[config.mk]
export PLATFORM = sky130hd
export DESIGN_NAME = apb_master_bridge
export DESIGN_NICKNAME = d
export VERILOG_FILES = /design/src/rtl/apb_pkg.sv /design/src/rtl/apb_addr_decoder.sv /design/src/rtl/apb_master_bridge.sv
export SDC_FILE = /design/constraint.sdc
export NUM_CORES = 1
export LEC_CHECK = 0
export BUFFER_PORTS_ARGS = -buffer_cell sky130_fd_sc_hd__clkbuf_2
export CORE_AREA = 10 10 152 98
export DETAILED_ROUTE_END_ITERATION = 7
export DIE_AREA = 0 0 162 108
export GPL_ROUTABILITY_DRIVEN = 0
export HOLD_SLACK_MARGIN = 0.03
export PLACE_DENSITY = 0.95
export SYNTH_ARGS = -nofsm -noshare
export SYNTH_HDL_FRONTEND = slang
export SYNTH_SLANG_ARGS = --single-unit
[constraint.sdc]
create_clock -name PCLK -period 5 [get_ports PCLK]
set_input_delay 0.25 -clock PCLK [delete_from_list [all_inputs] [get_ports PCLK]]
set_output_delay 0.25 -clock PCLK [all_outputs]
set_load 0.02 [all_outputs]
[src/rtl/apb_pkg.sv]
`default_nettype none
// ============================================================================
//  Module      : apb_pkg
//  Description : Shared types and constants for the APB master bridge:
//                bus widths, slave-index width, address-region bit fields
//                and the bridge state encoding.
//  Revision    : 1.0 - initial release
// ============================================================================
package apb_pkg;

    localparam int APB_ADDR_W  = 32;
    localparam int APB_DATA_W  = 32;
    localparam int SLAVE_IDX_W = 3;
    localparam int MAX_SLAVES  = 8;

    // Region tag: upper half of the address must match the APB base.
    localparam int REGION_MSB  = 31;
    localparam int REGION_LSB  = 16;

    // Slave slot: one 4 KiB window per peripheral.
    localparam int IDX_MSB     = 15;
    localparam int IDX_LSB     = 12;

    typedef enum logic [1:0] {
        ST_IDLE   = 2'd0,
        ST_SETUP  = 2'd1,
        ST_ACCESS = 2'd2,
        ST_DONE   = 2'd3
    } apb_state_e;

endpackage
`default_nettype wire

[src/rtl/apb_addr_decoder.sv]
`default_nettype none
// ============================================================================
//  Module      : apb_addr_decoder
//  Description : Combinational address decode for the APB bridge. Reports a
//                hit when the address lies in the APB region and its 4 KiB
//                slot number is below NUM_SLAVES; the slot is the slave index.
//  Ports       : i_addr  - address bits [31:12] (page offset is irrelevant)
//                o_hit   - address maps to an existing slave
//                o_index - slave index (meaningful only when o_hit=1)
//  Revision    : 1.0 - initial release
// ============================================================================
module apb_addr_decoder
    import apb_pkg::*;
#(
    parameter int          NUM_SLAVES = 4,
    parameter logic [31:0] BASE_ADDR  = 32'h1000_0000
) (
    input  logic [APB_ADDR_W-1:IDX_LSB] i_addr,
    output logic                        o_hit,
    output logic [SLAVE_IDX_W-1:0]      o_index
);

    localparam logic [3:0] c_num_slots = 4'(NUM_SLAVES);

    logic       w_region_ok;
    logic [3:0] w_slot;

    assign w_region_ok = (i_addr[REGION_MSB:REGION_LSB] == BASE_ADDR[REGION_MSB:REGION_LSB]);
    assign w_slot      = i_addr[IDX_MSB:IDX_LSB];

    // The full 4-bit slot is compared so slots 8..15 never alias onto 0..7.
    assign o_hit   = w_region_ok && (w_slot < c_num_slots);
    assign o_index = w_slot[SLAVE_IDX_W-1:0];

endmodule
`default_nettype wire

[src/rtl/apb_master_bridge.sv]
`default_nettype none
// ============================================================================
//  Module      : apb_master_bridge
//  Description : Converts single-beat CPU load/store requests into APB
//                transfers to up to 8 slaves. Unmapped addresses complete
//                immediately with an error; a slave that never raises PREADY
//                is abandoned after TIMEOUT access cycles with an error.
//  Ports       : PCLK, PRESET      - clock, asynchronous active-high reset
//                i_transfer        - request strobe (sampled in IDLE only)
//                i_write/i_addr/i_wdata - request attributes
//                o_rdata/o_ready/o_err  - one-cycle completion response
//                o_paddr/o_pwdata/o_pwrite/o_penable/o_psel - APB master side
//                i_prdata_s/i_pready_s  - per-slave APB return paths
//  Revision    : 1.0 - initial release
// ============================================================================
module apb_master_bridge
    import apb_pkg::*;
#(
    parameter int          NUM_SLAVES = 4,
    parameter logic [31:0] BASE_ADDR  = 32'h1000_0000,
    parameter int          TIMEOUT    = 255
) (
    input  logic                             PCLK,
    input  logic                             PRESET,
    // CPU side
    input  logic                             i_transfer,
    input  logic                             i_write,
    input  logic [APB_ADDR_W-1:0]            i_addr,
    input  logic [APB_DATA_W-1:0]            i_wdata,
    output logic [APB_DATA_W-1:0]            o_rdata,
    output logic                             o_ready,
    output logic                             o_err,
    // APB side
    output logic [APB_ADDR_W-1:0]            o_paddr,
    output logic [APB_DATA_W-1:0]            o_pwdata,
    output logic                             o_pwrite,
    output logic                             o_penable,
    output logic [NUM_SLAVES-1:0]            o_psel,
    input  logic [APB_DATA_W*NUM_SLAVES-1:0] i_prdata_s,
    input  logic [NUM_SLAVES-1:0]            i_pready_s
);

    // Wait counter is at least 8 bits, wider if TIMEOUT needs it.
    localparam int c_cnt_w = ($clog2(TIMEOUT + 1) > 8) ? $clog2(TIMEOUT + 1) : 8;
    localparam logic [c_cnt_w-1:0] c_timeout  = c_cnt_w'(TIMEOUT);
    localparam logic [c_cnt_w-1:0] c_cnt_max  = {c_cnt_w{1'b1}};

    apb_state_e                r_state;
    logic [SLAVE_IDX_W-1:0]    r_idx;
    logic [c_cnt_w-1:0]        r_cnt;
    logic [NUM_SLAVES-1:0]     r_psel;
    logic                      r_penable;
    logic [APB_ADDR_W-1:0]     r_paddr;
    logic [APB_DATA_W-1:0]     r_pwdata;
    logic                      r_pwrite;
    logic [APB_DATA_W-1:0]     r_rdata;
    logic                      r_ready;
    logic                      r_err;

    logic                      w_hit;
    logic [SLAVE_IDX_W-1:0]    w_dec_idx;
    logic [NUM_SLAVES-1:0]     w_req_onehot;
    logic                      w_sel_pready;
    logic [APB_DATA_W-1:0]     w_sel_prdata;

    // ------------------------------------------------------------------
    // Address decode of the incoming (not yet latched) request
    // ------------------------------------------------------------------
    apb_addr_decoder #(
        .NUM_SLAVES (NUM_SLAVES),
        .BASE_ADDR  (BASE_ADDR)
    ) u_decoder (
        .i_addr  (i_addr[APB_ADDR_W-1:IDX_LSB]),
        .o_hit   (w_hit),
        .o_index (w_dec_idx)
    );

    always_comb begin
        w_req_onehot = '0;
        for (int i = 0; i < NUM_SLAVES; i++) begin
            w_req_onehot[i] = (w_dec_idx == SLAVE_IDX_W'(i));
        end
    end

    // ------------------------------------------------------------------
    // Return-path mux: only the latched slave's PREADY/PRDATA are seen,
    // so stray PREADY from unselected slaves has no effect.
    // ------------------------------------------------------------------
    always_comb begin
        w_sel_pready = 1'b0;
        w_sel_prdata = '0;
        for (int i = 0; i < NUM_SLAVES; i++) begin
            if (r_idx == SLAVE_IDX_W'(i)) begin
                w_sel_pready = i_pready_s[i];
                w_sel_prdata = i_prdata_s[i*APB_DATA_W +: APB_DATA_W];
            end
        end
    end

    // ------------------------------------------------------------------
    // Transfer FSM. Every output is a register so the APB bus and the
    // CPU response are glitch-free.
    // ------------------------------------------------------------------
    always_ff @(posedge PCLK or posedge PRESET) begin
        if (PRESET) begin
            r_state   <= ST_IDLE;
            r_idx     <= '0;
            r_cnt     <= '0;
            r_psel    <= '0;
            r_penable <= 1'b0;
            r_paddr   <= '0;
            r_pwdata  <= '0;
            r_pwrite  <= 1'b0;
            r_rdata   <= '0;
            r_ready   <= 1'b0;
            r_err     <= 1'b0;
        end else begin
            case (r_state)
                ST_IDLE: begin
                    r_ready <= 1'b0;
                    r_err   <= 1'b0;
                    if (i_transfer) begin
                        r_paddr  <= i_addr;
                        r_pwdata <= i_wdata;
                        r_pwrite <= i_write;
                        r_idx    <= w_dec_idx;
                        if (w_hit) begin
                            // PSEL rises as SETUP is entered, one cycle
                            // after the request.
                            r_psel  <= w_req_onehot;
                            r_state <= ST_SETUP;
                        end else begin
                            // Unmapped: answer straight away, bus untouched.
                            r_rdata <= '0;
                            r_ready <= 1'b1;
                            r_err   <= 1'b1;
                            r_state <= ST_DONE;
                        end
                    end
                end

                ST_SETUP: begin
                    r_penable <= 1'b1;
                    r_cnt     <= '0;
                    r_state   <= ST_ACCESS;
                end

                ST_ACCESS: begin
                    if (w_sel_pready) begin
                        r_rdata   <= r_pwrite ? '0 : w_sel_prdata;
                        r_err     <= 1'b0;
                        r_ready   <= 1'b1;
                        r_psel    <= '0;
                        r_penable <= 1'b0;
                        r_state   <= ST_DONE;
                    end else if (r_cnt == c_timeout) begin
                        r_rdata   <= '0;
                        r_err     <= 1'b1;
                        r_ready   <= 1'b1;
                        r_psel    <= '0;
                        r_penable <= 1'b0;
                        r_state   <= ST_DONE;
                    end else if (r_cnt != c_cnt_max) begin
                        r_cnt <= r_cnt + 1'b1;
                    end
                end

                ST_DONE: begin
                    // Response lasts exactly one cycle; IDLE follows so PSEL
                    // stays low for at least two cycles between transfers.
                    r_ready <= 1'b0;
                    r_err   <= 1'b0;
                    r_rdata <= '0;
                    r_state <= ST_IDLE;
                end

                default: begin
                    r_state <= ST_IDLE;
                end
            endcase
        end
    end

    assign o_rdata   = r_rdata;
    assign o_ready   = r_ready;
    assign o_err     = r_err;
    assign o_paddr   = r_paddr;
    assign o_pwdata  = r_pwdata;
    assign o_pwrite  = r_pwrite;
    assign o_penable = r_penable;
    assign o_psel    = r_psel;

endmodule
`default_nettype wire

==> out/metrics.cfg <==
[drt]
drt-total-wl_um=18400
ant_nets=0
avgViaCountPerCell=5.23
drc=0
vias=4925
drt_iter0_markers=230
wl_per_cell_um=19.5
dr.pass1.iters=4

[worst_setup_path]
critPathLaunchType=flop
r2r_end=o_rdata[20]
end_kind=flop
worstPathRequired_ns=5.28
worstRegToRegCells=5
crit_fanout=32
r2r_start=r_idx[0]
cp-endpoint=o_rdata[20]
arrival_ns=2.99
rrSetupSlack_ns=2.29
crit_type=flop to flop
crit_start=r_idx[0]

[layout]
drive_gt1_frac=0.663
area_delta_synth_final_pct=37.9
n_fill_cell=1006
fin_nets=965
n_antenna_cell=0

[grt]
gr-total-overflow=0
grtUsageMet3=0.0831
grt_pass1_vias=5606
grt_use_met1=0.216
use_met2=0.364
grt_pass1_wl_um=28700
antenna_found_initial=0
busiest_layer=met2
grt_max_degree=67
grt_use_total=0.203

[timing]
rsz0062_at_grt=false
tightest_slew_ns=1.26
period_needed_ns=2.71
maxSlewViolCount=0
finalCritPeriodShare=0.542
tns_ns=0
max_slew_margin=0.161
hold_viol_final=0
setup_violations=0
max_freq_ghz=0.369
hold_ws_ns=0.0760
fin_skew_ns=0.00867

[power_and_ir_drop]
p_leak_nw=4.08
powerDensity_nw_per_um2=646
peakVddDrop_mv=0.371

[yosys]
syn_area_per_cell_um2=12.5
seq_area_frac_synth=0.492
yosys-top-cells-area=dfrtp_1, mux2_2, o22ai_1
ys_ff_latch=114
syn_area_um2=5800
synth_edf_count=0
synth_largest_area_cell=dfrtp_1
synth_fp_nets=669
yosys.cell_types.count=48
synth_top_flop_cell=dfrtp_1
yosysWarnings=0
synth_top_area_frac=0.492
ys_async_sr_fraction=1.00
synth_cells=463

[clocking]
cts_setup_buffers=0
clock_path_buffers=2
ctsHtreeMaxLevel=4
cts_tree=built
clkTransAtPathRegs_ns=0.06
cts_root_buf=clkbuf_16
clock_latency_ns=0.40
hold_buffers=1
cts_resized=0
numClockSinks=114
cts_made_buffers=17

[placement]
dp_hpwl_um=14700
io_buffer_count=303

[floorplan]
fp.coreArea_um2=12300
die_area_um2=17500
ios=304
num_rows=32
die_w_um=162
initial_core_util=0.470
fp.dieH_um=108

[run]
max_cap_viol_count=0

[status]
outcome=completed

[min_path]
hp-start=i_wdata[26]
hold_class=input pin to flop

[power breakdown]
group | leakage (nW) | internal (mW) | switching [mW]
Combinational | 2.38 | 1.09 | 1.43
Clock | 0.267 | 0.688 | 0.438
Sequential | 1.43 | 1.31 | 0.215
[worst min path at each step]
stage | cells past startpoint | slack, ns | to
after floorplan | 1 | 0.40 | o_paddr[10]
after global placement | 2 | 0.39 | o_pwdata[2]
after detailed placement | 2 | 0.42 | o_pwdata[2]
after CTS | 2 | 0.06 | o_pwdata[26]
after global routing | 2 | 0.06 | o_pwdata[10]
final | 2 | 0.08 | o_pwdata[26]
[logic make-up after synthesis]
kind of cell / count (synthesis) / share of synthesized area
muxes: 168 / 0.328
AOI/OAI and AO/OA: 55 / 0.0626
and+or+nand+nor: 81 / 0.0746
buffers and inverters: 39 / 0.0302
DFF: 114 / 0.492
adders and majority gates: 6 / 0.0129
[synth_stat cells, types with 2 or more instances]
master,instances
o31ai_1,2
buf_2,4
nand2b_1,2
a22o_1,2
a21oi_1,3
ha_1,6
clkbuf_1,21
a31oi_1,2
nand4_1,2
mux2_2,163
nand2_1,11
buf_1,3
nand3_1,8
o22ai_1,32
dfrtp_1,114
o21ai_0,4
nor3_1,2
nor2_1,37
mux2_1,3
inv_1,7
buf_6,3
nor4_1,4
nor4b_1,3
[placed cells by master, fill, tap and decap left out, drive strengths merged, types with 2 or more instances in the layout]
master,count
a21oi,3
a22o,2
a31oi,2
and4,2
buf,5
clkbuf,321
clkinv,8
clkinvlp,3
dfrtp,114
ha,6
inv,9
mux2,166
nand2,11
nand2b,2
nand3,8
nand4,3
nor2,37
nor3,2
nor4,5
nor4b,3
o21ai,4
o22ai,32
o31ai,2
[state kept, by name, indices dropped and copies added, names as in the netlist]
register	count
r_state	2
o_rdata	32
r_cnt	8
o_paddr	30
o_psel	4
o_err	1
o_penable	1
r_idx	2
o_ready	1
o_pwdata	32
o_pwrite	1
[stage by stage]
stage | utilization | cells | setup slack, ns | area [um^2] | total power [mW]
3_3_place_gp | 0.602 | 909 | 2.39 | 7420 | 3.97
6_report | 0.648 | 942 | 2.29 | 8000 | 5.16
4_1_cts | 0.648 | 942 | 2.27 | 8000 | 5.20
5_1_grt | 0.648 | 942 | 2.05 | 8000 | 5.46
3_5_place_dp | 0.602 | 909 | 2.29 | 7420 | 4.06
2_1_floorplan | - | 463 | 1.73 | 5800 | 3.30
[routing by layer]
| layer | up-vias | wire, um |
|---|---|---|
| li1 | 2295 | - |
| met5 | - | 0 |
| met2 | 183 | 9490 |
| met1 | 2432 | 7010 |
| met4 | 0 | 195 |
| met3 | 15 | 1690 |
[area by class of cell]
class	count	area, um^2	share of cell area
Sequential cell	114	2850	0.357
Multi-Input combinational cell	310	2780	0.347
Timing Repair Buffer	309	1560	0.196
Clock buffer	18	429	0.0537
Tap cell	170	213	0.0266
Clock inverter	14	133	0.0166
Inverter	7	28.8	0.00360
[critical path: stages (launching register included)]
cell	delay, ns
dfrtp_2	0.37
mux4_2	0.50
nand2b_1	0.33
or3_1	0.93
nor2_1	0.12
mux2_1	0.33
Note: power is estimated with default switching activity, not from simulation.
